`config.mk`:
```
export PLATFORM = sky130hd
export DESIGN_NAME = right_shift_sequencer
export DESIGN_NICKNAME = d
export VERILOG_FILES = /design/src/rtl/divider_pkg.sv /design/src/rtl/right_shift_sequencer.sv
export SDC_FILE = /design/constraint.sdc
export NUM_CORES = 1
export LEC_CHECK = 0
export CAP_MARGIN = 5
export CORE_ASPECT_RATIO = 0.7
export CORE_MARGIN = 1.5
export CORE_UTILIZATION = 28
export CTS_CLUSTER_SIZE = 8
export DETAILED_ROUTE_END_ITERATION = 8
export MAX_ROUTING_LAYER = met4
export PLACE_DENSITY = 0.5
export SKIP_CTS_REPAIR_TIMING = 1
export SYNTH_ARGS = -nofsm -noshare
export SYNTH_HDL_FRONTEND = slang
export SYNTH_SLANG_ARGS = --single-unit
```
`constraint.sdc`:
```
create_clock -name clk -period 2.26 [get_ports clk]
set_clock_uncertainty 0.1 [all_clocks]
set_input_delay 0.452 -clock clk [delete_from_list [all_inputs] [get_ports clk]]
set_output_delay 0.452 -clock clk [all_outputs]
set_load 0.02 [all_outputs]
```
`src/rtl/divider_pkg.sv`:
```
// rtl/divider_pkg.sv - shared state type and limits for the divider shift control
package divider_pkg;

  typedef enum logic [1:0] {
    IDLE,
    LOAD,
    SHIFT,
    DONE
  } state_e;

  localparam int SHIFT_POS_W    = 3;
  localparam int MAX_STEP_LIMIT = 7;

endpackage

```
`src/rtl/right_shift_sequencer.sv`:
```
// rtl/right_shift_sequencer.sv - splits a right shift of N into a load plus capped shift steps
module right_shift_sequencer
  import divider_pkg::*;
#(
  parameter int WIDTH    = 17,
  parameter int AMT_W    = 5,
  parameter int MAX_STEP = 7
) (
  input  logic                   clk,
  input  logic                   rst_b,
  input  logic                   start,
  input  logic [AMT_W-1:0]       amount,
  input  logic                   abort,
  output logic                   sh_load,
  output logic                   sh_enable,
  output logic [SHIFT_POS_W-1:0] sh_shift_pos,
  output logic                   busy,
  output logic                   done,
  output logic                   aborted,
  output logic [AMT_W-1:0]       step_count
);

  if (MAX_STEP < 1 || MAX_STEP > MAX_STEP_LIMIT) begin : g_bad_max_step
    $error("MAX_STEP out of range");
  end
  if ((1 << AMT_W) <= WIDTH) begin : g_bad_amt_w
    $error("AMT_W too narrow for WIDTH");
  end

  localparam logic [AMT_W-1:0] WIDTH_A    = AMT_W'(WIDTH);
  localparam logic [AMT_W-1:0] MAX_STEP_A = AMT_W'(MAX_STEP);

  state_e           state_q, state_d;
  logic [AMT_W-1:0] rem_q, rem_d;
  logic [AMT_W-1:0] steps_q, steps_d;
  logic             aborted_q, aborted_d;
  logic [AMT_W-1:0] step;
  logic [AMT_W-1:0] rem_after;

  assign step      = (rem_q < MAX_STEP_A) ? rem_q : MAX_STEP_A;
  assign rem_after = rem_q - step;

  always_ff @(posedge clk) begin
    if (rst_b) begin
      state_q   <= IDLE;
      rem_q     <= '0;
      steps_q   <= '0;
      aborted_q <= 1'b0;
    end else begin
      state_q   <= state_d;
      rem_q     <= rem_d;
      steps_q   <= steps_d;
      aborted_q <= aborted_d;
    end
  end

  // step_count advances as each enable cycle is entered, so it already counts the current one
  always_comb begin
    state_d   = state_q;
    rem_d     = rem_q;
    steps_d   = steps_q;
    aborted_d = 1'b0;
    unique case (state_q)
      IDLE: begin
        if (start) begin
          rem_d   = (amount > WIDTH_A) ? WIDTH_A : amount;
          steps_d = '0;
          state_d = LOAD;
        end
      end
      LOAD: begin
        if (abort) begin
          state_d   = IDLE;
          aborted_d = 1'b1;
        end else if (rem_q == '0) begin
          state_d = DONE;
        end else begin
          state_d = SHIFT;
          steps_d = steps_q + 1'b1;
        end
      end
      SHIFT: begin
        if (abort) begin
          state_d   = IDLE;
          aborted_d = 1'b1;
        end else begin
          rem_d = rem_after;
          if (rem_after == '0) begin
            state_d = DONE;
          end else begin
            steps_d = steps_q + 1'b1;
          end
        end
      end
      DONE: state_d = IDLE;
      default: state_d = IDLE;
    endcase
  end

  assign sh_load      = (state_q == LOAD);
  assign sh_enable    = (state_q == SHIFT);
  assign sh_shift_pos = sh_enable ? step[SHIFT_POS_W-1:0] : '0;
  assign busy         = (state_q == LOAD) || (state_q == SHIFT);
  assign done         = (state_q == DONE);
  assign aborted      = aborted_q;
  assign step_count   = steps_q;

endmodule

```
### After elaboration in Yosys (flattened, before gate mapping)

Cells that the tools add are included.

* bitwise operators: 1
* $add $sub $neg: 2
* multiplexer cells: 19
* reductions and logical operators: 11
* equality and inequality tests: 9
* order comparisons: 2

Operators by type and width (count)
* $mux 5: 9
* $pmux 5 s3: 1
* $logic_not 5->1: 2
* $ne 2x2->1 const B: 5
* $pmux 5 s2: 1
* $mux 2: 4
* $pmux 2 s4: 1
* $reduce_and 6->1: 1
* $add 5x1->5 const B: 1
* $gt 5x5->1 const B: 1
* $lt 5x3->1 const B: 1
* $sub 5x5->5: 1
* $eq 2x2->1 const B: 2
* $reduce_or 2->1: 2
* $mux 3: 1
* $ne 3x2->1 const B: 1
* $reduce_and 3->1: 1
* $reduce_bool 3->1: 1
* $eq 2x1->1 const B: 1
* $logic_not 2->1: 1
* $mux 1: 2
* $reduce_and 2->1: 1
* $reduce_bool 2->1: 1
* $logic_or 1x1->1: 1
* $not 1->1: 1

* input bits: 9
* flip-flop bits (word level): 13
* logic and storage cells: 48

### Depth between registers and ports, before layout

* word-level depth: 7
* mapped depth: 9

### Least setup slack after synthesis

No wires, ideal clock.

* path type: register to register
* from: register rem_q[3]
* to: register steps_q[2], in the netlist step_count[2]
* path buffers: 1
* arrival: 1.989 ns
* path slack: 0.101 ns
* setup time: 0.070 ns
* cell stages (with the launch flop): 10
* cell sequence: dfxtp_1 > buf_4 > nor2_2 > or2_1 > ha_1 > nand2_1 > o221ai_2 > o2111ai_4 > or4_1 > a21oi_1

* word-level cells in the longest chain between the ends: 6

RTL lines
* start: declaration: line right_shift_sequencer.sv:34 `logic [AMT_W-1:0] rem_q, rem_d;`
* start signal: assignment: line right_shift_sequencer.sv:51 `rem_q <= rem_d;`
* $lt 5x3->1: line right_shift_sequencer.sv:40 `assign step = (rem_q < MAX_STEP_A) ? rem_q : MAX_STEP_A;`
* $mux 5: line right_shift_sequencer.sv:40
* $sub 5x5->5: line right_shift_sequencer.sv:41 `assign rem_after = rem_q - step;`
* $logic_not 5->1: line right_shift_sequencer.sv:88 `if (rem_after == '0) begin`
* $ne 2x2->1 (no line)
* $reduce_and 6->1 (no line) (*)
* end signal: assignment: line right_shift_sequencer.sv:52 `steps_q <= steps_d;`
* end: declaration: line right_shift_sequencer.sv:35 `logic [AMT_W-1:0] steps_q, steps_d;`

Every way passes the cells marked *; elsewhere a longest branch is shown, timed or not.
A chain may end at the register's enable or synchronous reset.

### Worst setup path after layout

* from: register state_q[1]
* to: output port sh_load

* word-level cells in the longest chain between the ends: 1

RTL lines
* start: declaration: line right_shift_sequencer.sv:33 `state_e state_q, state_d;`
* start signal: assignment: line right_shift_sequencer.sv:50 `state_q <= state_d;`
* $eq 2x1->1: line right_shift_sequencer.sv:100 `assign sh_load = (state_q == LOAD);`
* end: declaration: line right_shift_sequencer.sv:14 `output logic sh_load,`

Every way passes these cells.

==> metrics list <==
* Status: completed
* Routed length per placed instance: 12.8 um
* Routed wire length: around 2400 um
- After synthesis the netlist holds a flip-flop and latch count of 13.
- The worst hold path terminates at step_count[1]$_SDFFE_PP0P_.
- Entering global routing, the biggest net connects 12 pins.
* Hold Path Depth: 2
- In this run the most critical hold path is launched from step_count[1]$_SDFFE_PP0P_.
- Leaving out filler cells and counting taps, the final layout contains 184.
* Critical path's largest stage delay: 0.64 ns
* DRT iter0 DRCs: between 50 and 60
- Number of cells produced by synthesis: 114
- Startpoint of the most critical register-to-register path: rem_q[3]$_SDFFE_PP0P_
* Clock buffers created by TritonCTS: 3
- Via density: 5.03
- The number of nets handed over by synthesis was around 130.
* Arrival time at the worst endpoint: 1.58 ns
* Vias: 926
- Lkg Pwr: 0.562 nW
- In this run the worst path has a maximum fanout of 4.
- The detail route stage leaves a number of antenna-violating nets equal to 0.
- Avg Inst Size Synth: 8.10 sq um
- The path class of the tightest hold or removal check is flip-flop to flip-flop.
- The pre-antenna-repair detailed-routing pass consisted of 4 iterations.
* CORE AREA: ~0.0031 sq mm
- Antenna cell count: 0
- Synthesized area: 923 sq um
* Global-route congestion overflow total: 0
- Total number of clock tree sinks: 13
- Worst setup margin: between 0.1 and 0.15 ns
* Count of max-cap constraint violations: 0
- Share of layout cells above drive strength 1: 0.171
- Final Setup Violations: 0
* Clk pin slew, worst setup/hold paths: about 0.06 ns
- The via count of the first global-routing pass was slightly below 900.
- Classification of the worst setup path: flip-flop to primary output
- The routed design could run at a clock period as short as 2.14 ns.
- Sequential area share after synthesis: 0.282
- CP top delay family: buffers and inverters
- Final weighted congestion in routability-driven placement: 0.809
- TritonCTS built the clock tree.
- Fraction of the cycle the final worst path needs: 0.945
- Cell Count Post-Placement: 179
- STA classifies the critical path startpoint as a flip-flop.
- Initial cell density of the core: 0.293
* Total power per unit cell area: between 600 and 700 mW/mm^2
- In the routed design, unresolved DRC markers number 0.
* CTS H-tree lvls: 1
- Commonest non-fill, non-tap cells in the layout: nor2_1, clkdlybuf4s50_1, dfxtp_1
- Half-perimeter wire length after detailed placement: 1800 um
* Number of top-level pins: 22
* Fillers: 339
- For this run, the total global-route usage over all layers was measured as 0.142.
- Chain of cells forming the critical path: inv_1, ha_1, clkdlybuf4s50_1
- In this run the horizontal extent of the chip is 71.6 um.
- Cell with the largest stage delay on the worst path: clkdlybuf4s50_1
- The worst register-to-register path ends at step_count[2]$_SDFFE_PP0P_.
- Num rows: 17
- Setup slack after placement: 0.134 ns
- Cell at the root of the clock tree: clkbuf_8
- Total number of yosys warnings: 0
- The number of antenna violations at the first check in global routing was 0.
- Insertion delay of the later-clocked pin in the worst-skew pair: 0.25 ns
- The die is around 51 um tall.
- Floorplan die area: 0.00366 sq mm
- After the last flow step, the layout net total stands at 164.
* Total Power Consumption: 812 uW
- Worst IR Drop VDD: slightly below 0.3 mV
- The count of buffers added on input and output ports is 21.
- Worst Max-Slew Pin Slew: 0.431 ns
- Number of failing hold endpoints at the final stage: 0
* First-pass GRT wire length: ~4000 um
- Worst r2r path cells: 8
- The multi-input combinational cells in the finished layout cover a total of 597 sq um.
- Pins Over Slew Limit: 0
* Worst max-slew margin expressed relative to the limit: 0.712
- Total buffers and inverters traversed by the critical path: 2
- Storage element area: 260 sq um
- The synthesized netlist contains 41 unique library cells.
* Required time of the worst setup path: 1.71 ns
- From synthesis to final layout, the design area changed by 40.1%.
- Peak clock frequency supported by timing: 468 MHz
- Setup repair after global routing left no endpoint under its margin.
- Element type at the critical path end: primary output
- Counting along the longest clock path gives a buffer depth of 2.
- Register-to-Register Setup Slack: 0.15 ns
-- per-stage QoR --
| stage | area, sq um | setup TNS (ns) | util | hold slack [ns] |
|---|---|---|---|---|
| 3_5_place_dp | 1220 | 0 | 0.389 | 0.393 |
| 2_1_floorplan | 923 | 0 | - | 0.401 |
| 6_report | 1290 | 0 | 0.411 | 0.404 |
| 4_1_cts | 1270 | -0.148 | 0.404 | 0.403 |
| 5_1_grt | 1290 | 0 | 0.411 | 0.432 |
| 3_3_place_gp | 1220 | 0 | 0.389 | 0.387 |
-- layout make-up --
class / count / share of cell area
multi-input combinational: 88 / 0.461
timing repair buffer: 33 / 0.242
sequential: 13 / 0.201
tap: 38 / 0.0368
clock buffer: 3 / 0.0319
inverter: 8 / 0.0232
clock inverter: 1 / 0.00387
-- metal layers --
layer  routed length, um  vias up  track usage
li1                    -      474            -
met1                1200      436        0.191
met2                1080       14        0.224
met3                  62        2       0.0355
met4                  15        0       0.0189
met5                   0        -            -
-- synth_stat cells --
library cell   count  area share
nor2b_1            1      0.0068
nor4_1             1      0.0068
nor2_1            16       0.065
buf_6              1       0.012
o21ai_0            2       0.011
or4_1              1      0.0081
a32oi_1            1      0.0095
nor3_1             6       0.033
inv_1              7       0.028
inv_2              1      0.0041
nand3b_1           1      0.0081
a21boi_1           1      0.0081
dfxtp_1           13        0.28
dlygate4sd1_1      1      0.0095
nor4b_1            1      0.0095
ha_1               8        0.11
nand4_1            1      0.0068
nand3_1            3       0.016
a21oi_1           10       0.054
a211oi_2           1       0.014
a211oi_1           3       0.024
buf_4              2       0.016
o21ai_1            1      0.0054
a21o_2             1      0.0095
or2_1              4       0.027
or3_1              3       0.020
mux2i_1            2       0.022
o32ai_1            2       0.019
clkbuf_1           1      0.0041
o2111ai_4          1       0.028
nand2_1            6       0.024
o311ai_1           1      0.0095
o221ai_2           1       0.016
nor2_2             1      0.0068
nand2b_1           1      0.0068
o31a_1             1      0.0095
o31ai_1            2       0.016
nor3b_1            1      0.0081
nor2b_2            1      0.0095
a31oi_1            1      0.0068
and2b_2            1      0.0095
-- logic make-up (layout without fill, tap and decap cells) --
logic type	after synthesis	after routing	synth area share
AO/OA/AOI/OAI	29	29	0.241
adder cells (fa/ha/maj)	8	8	0.108
buffers and inverters	13	45	0.0745
flip-flops	13	13	0.282
multiplexers	2	2	0.0217
AND/OR/NAND/NOR	49	49	0.272
-- worst reg2reg max path, cell delays in order (launching register included) --
cell	delay, ns
dfxtp_1	0.31
nor2_2	0.13
or2_1	0.16
ha_2	0.22
nand2_1	0.08
o221ai_2	0.24
o2111ai_4	0.20
or4_1	0.43
a21oi_1	0.15
-- registers in the layout, indices dropped and copies added (netlist names) --
signal / count
aborted: 1
rem_q: 5
state_q: 2
step_count: 5
-- how the worst max path moves through the flow --
stage | start | endpoint | slack, ns | depth (start not counted)
6_report | state_q[1]$_SDFFE_PP0P_ | sh_load | 0.12 | 3
3_3_place_gp | start | step_count[2]$_SDFFE_PP0P_ | 0.18 | 6
2_1_floorplan | rem_q[3]$_SDFFE_PP0P_ | step_count[2]$_SDFFE_PP0P_ | 0.10 | 9
4_1_cts | state_q[0]$_SDFFE_PP0P_ | sh_shift_pos[1] | -0.05 | 5
3_5_place_dp | rem_q[3]$_SDFFE_PP0P_ | step_count[2]$_SDFFE_PP0P_ | 0.13 | 8
5_1_grt | rem_q[3]$_SDFFE_PP0P_ | step_count[2]$_SDFFE_PP0P_ | 0.008 | 8
-- report_power, final --
group / internal [mW] / switching (mW)
clock network: 0.122 / 0.0957
registers: 0.249 / 0.0193
logic: 0.156 / 0.170
total: 0.527 / 0.285
(Power assumes the default switching activity.)
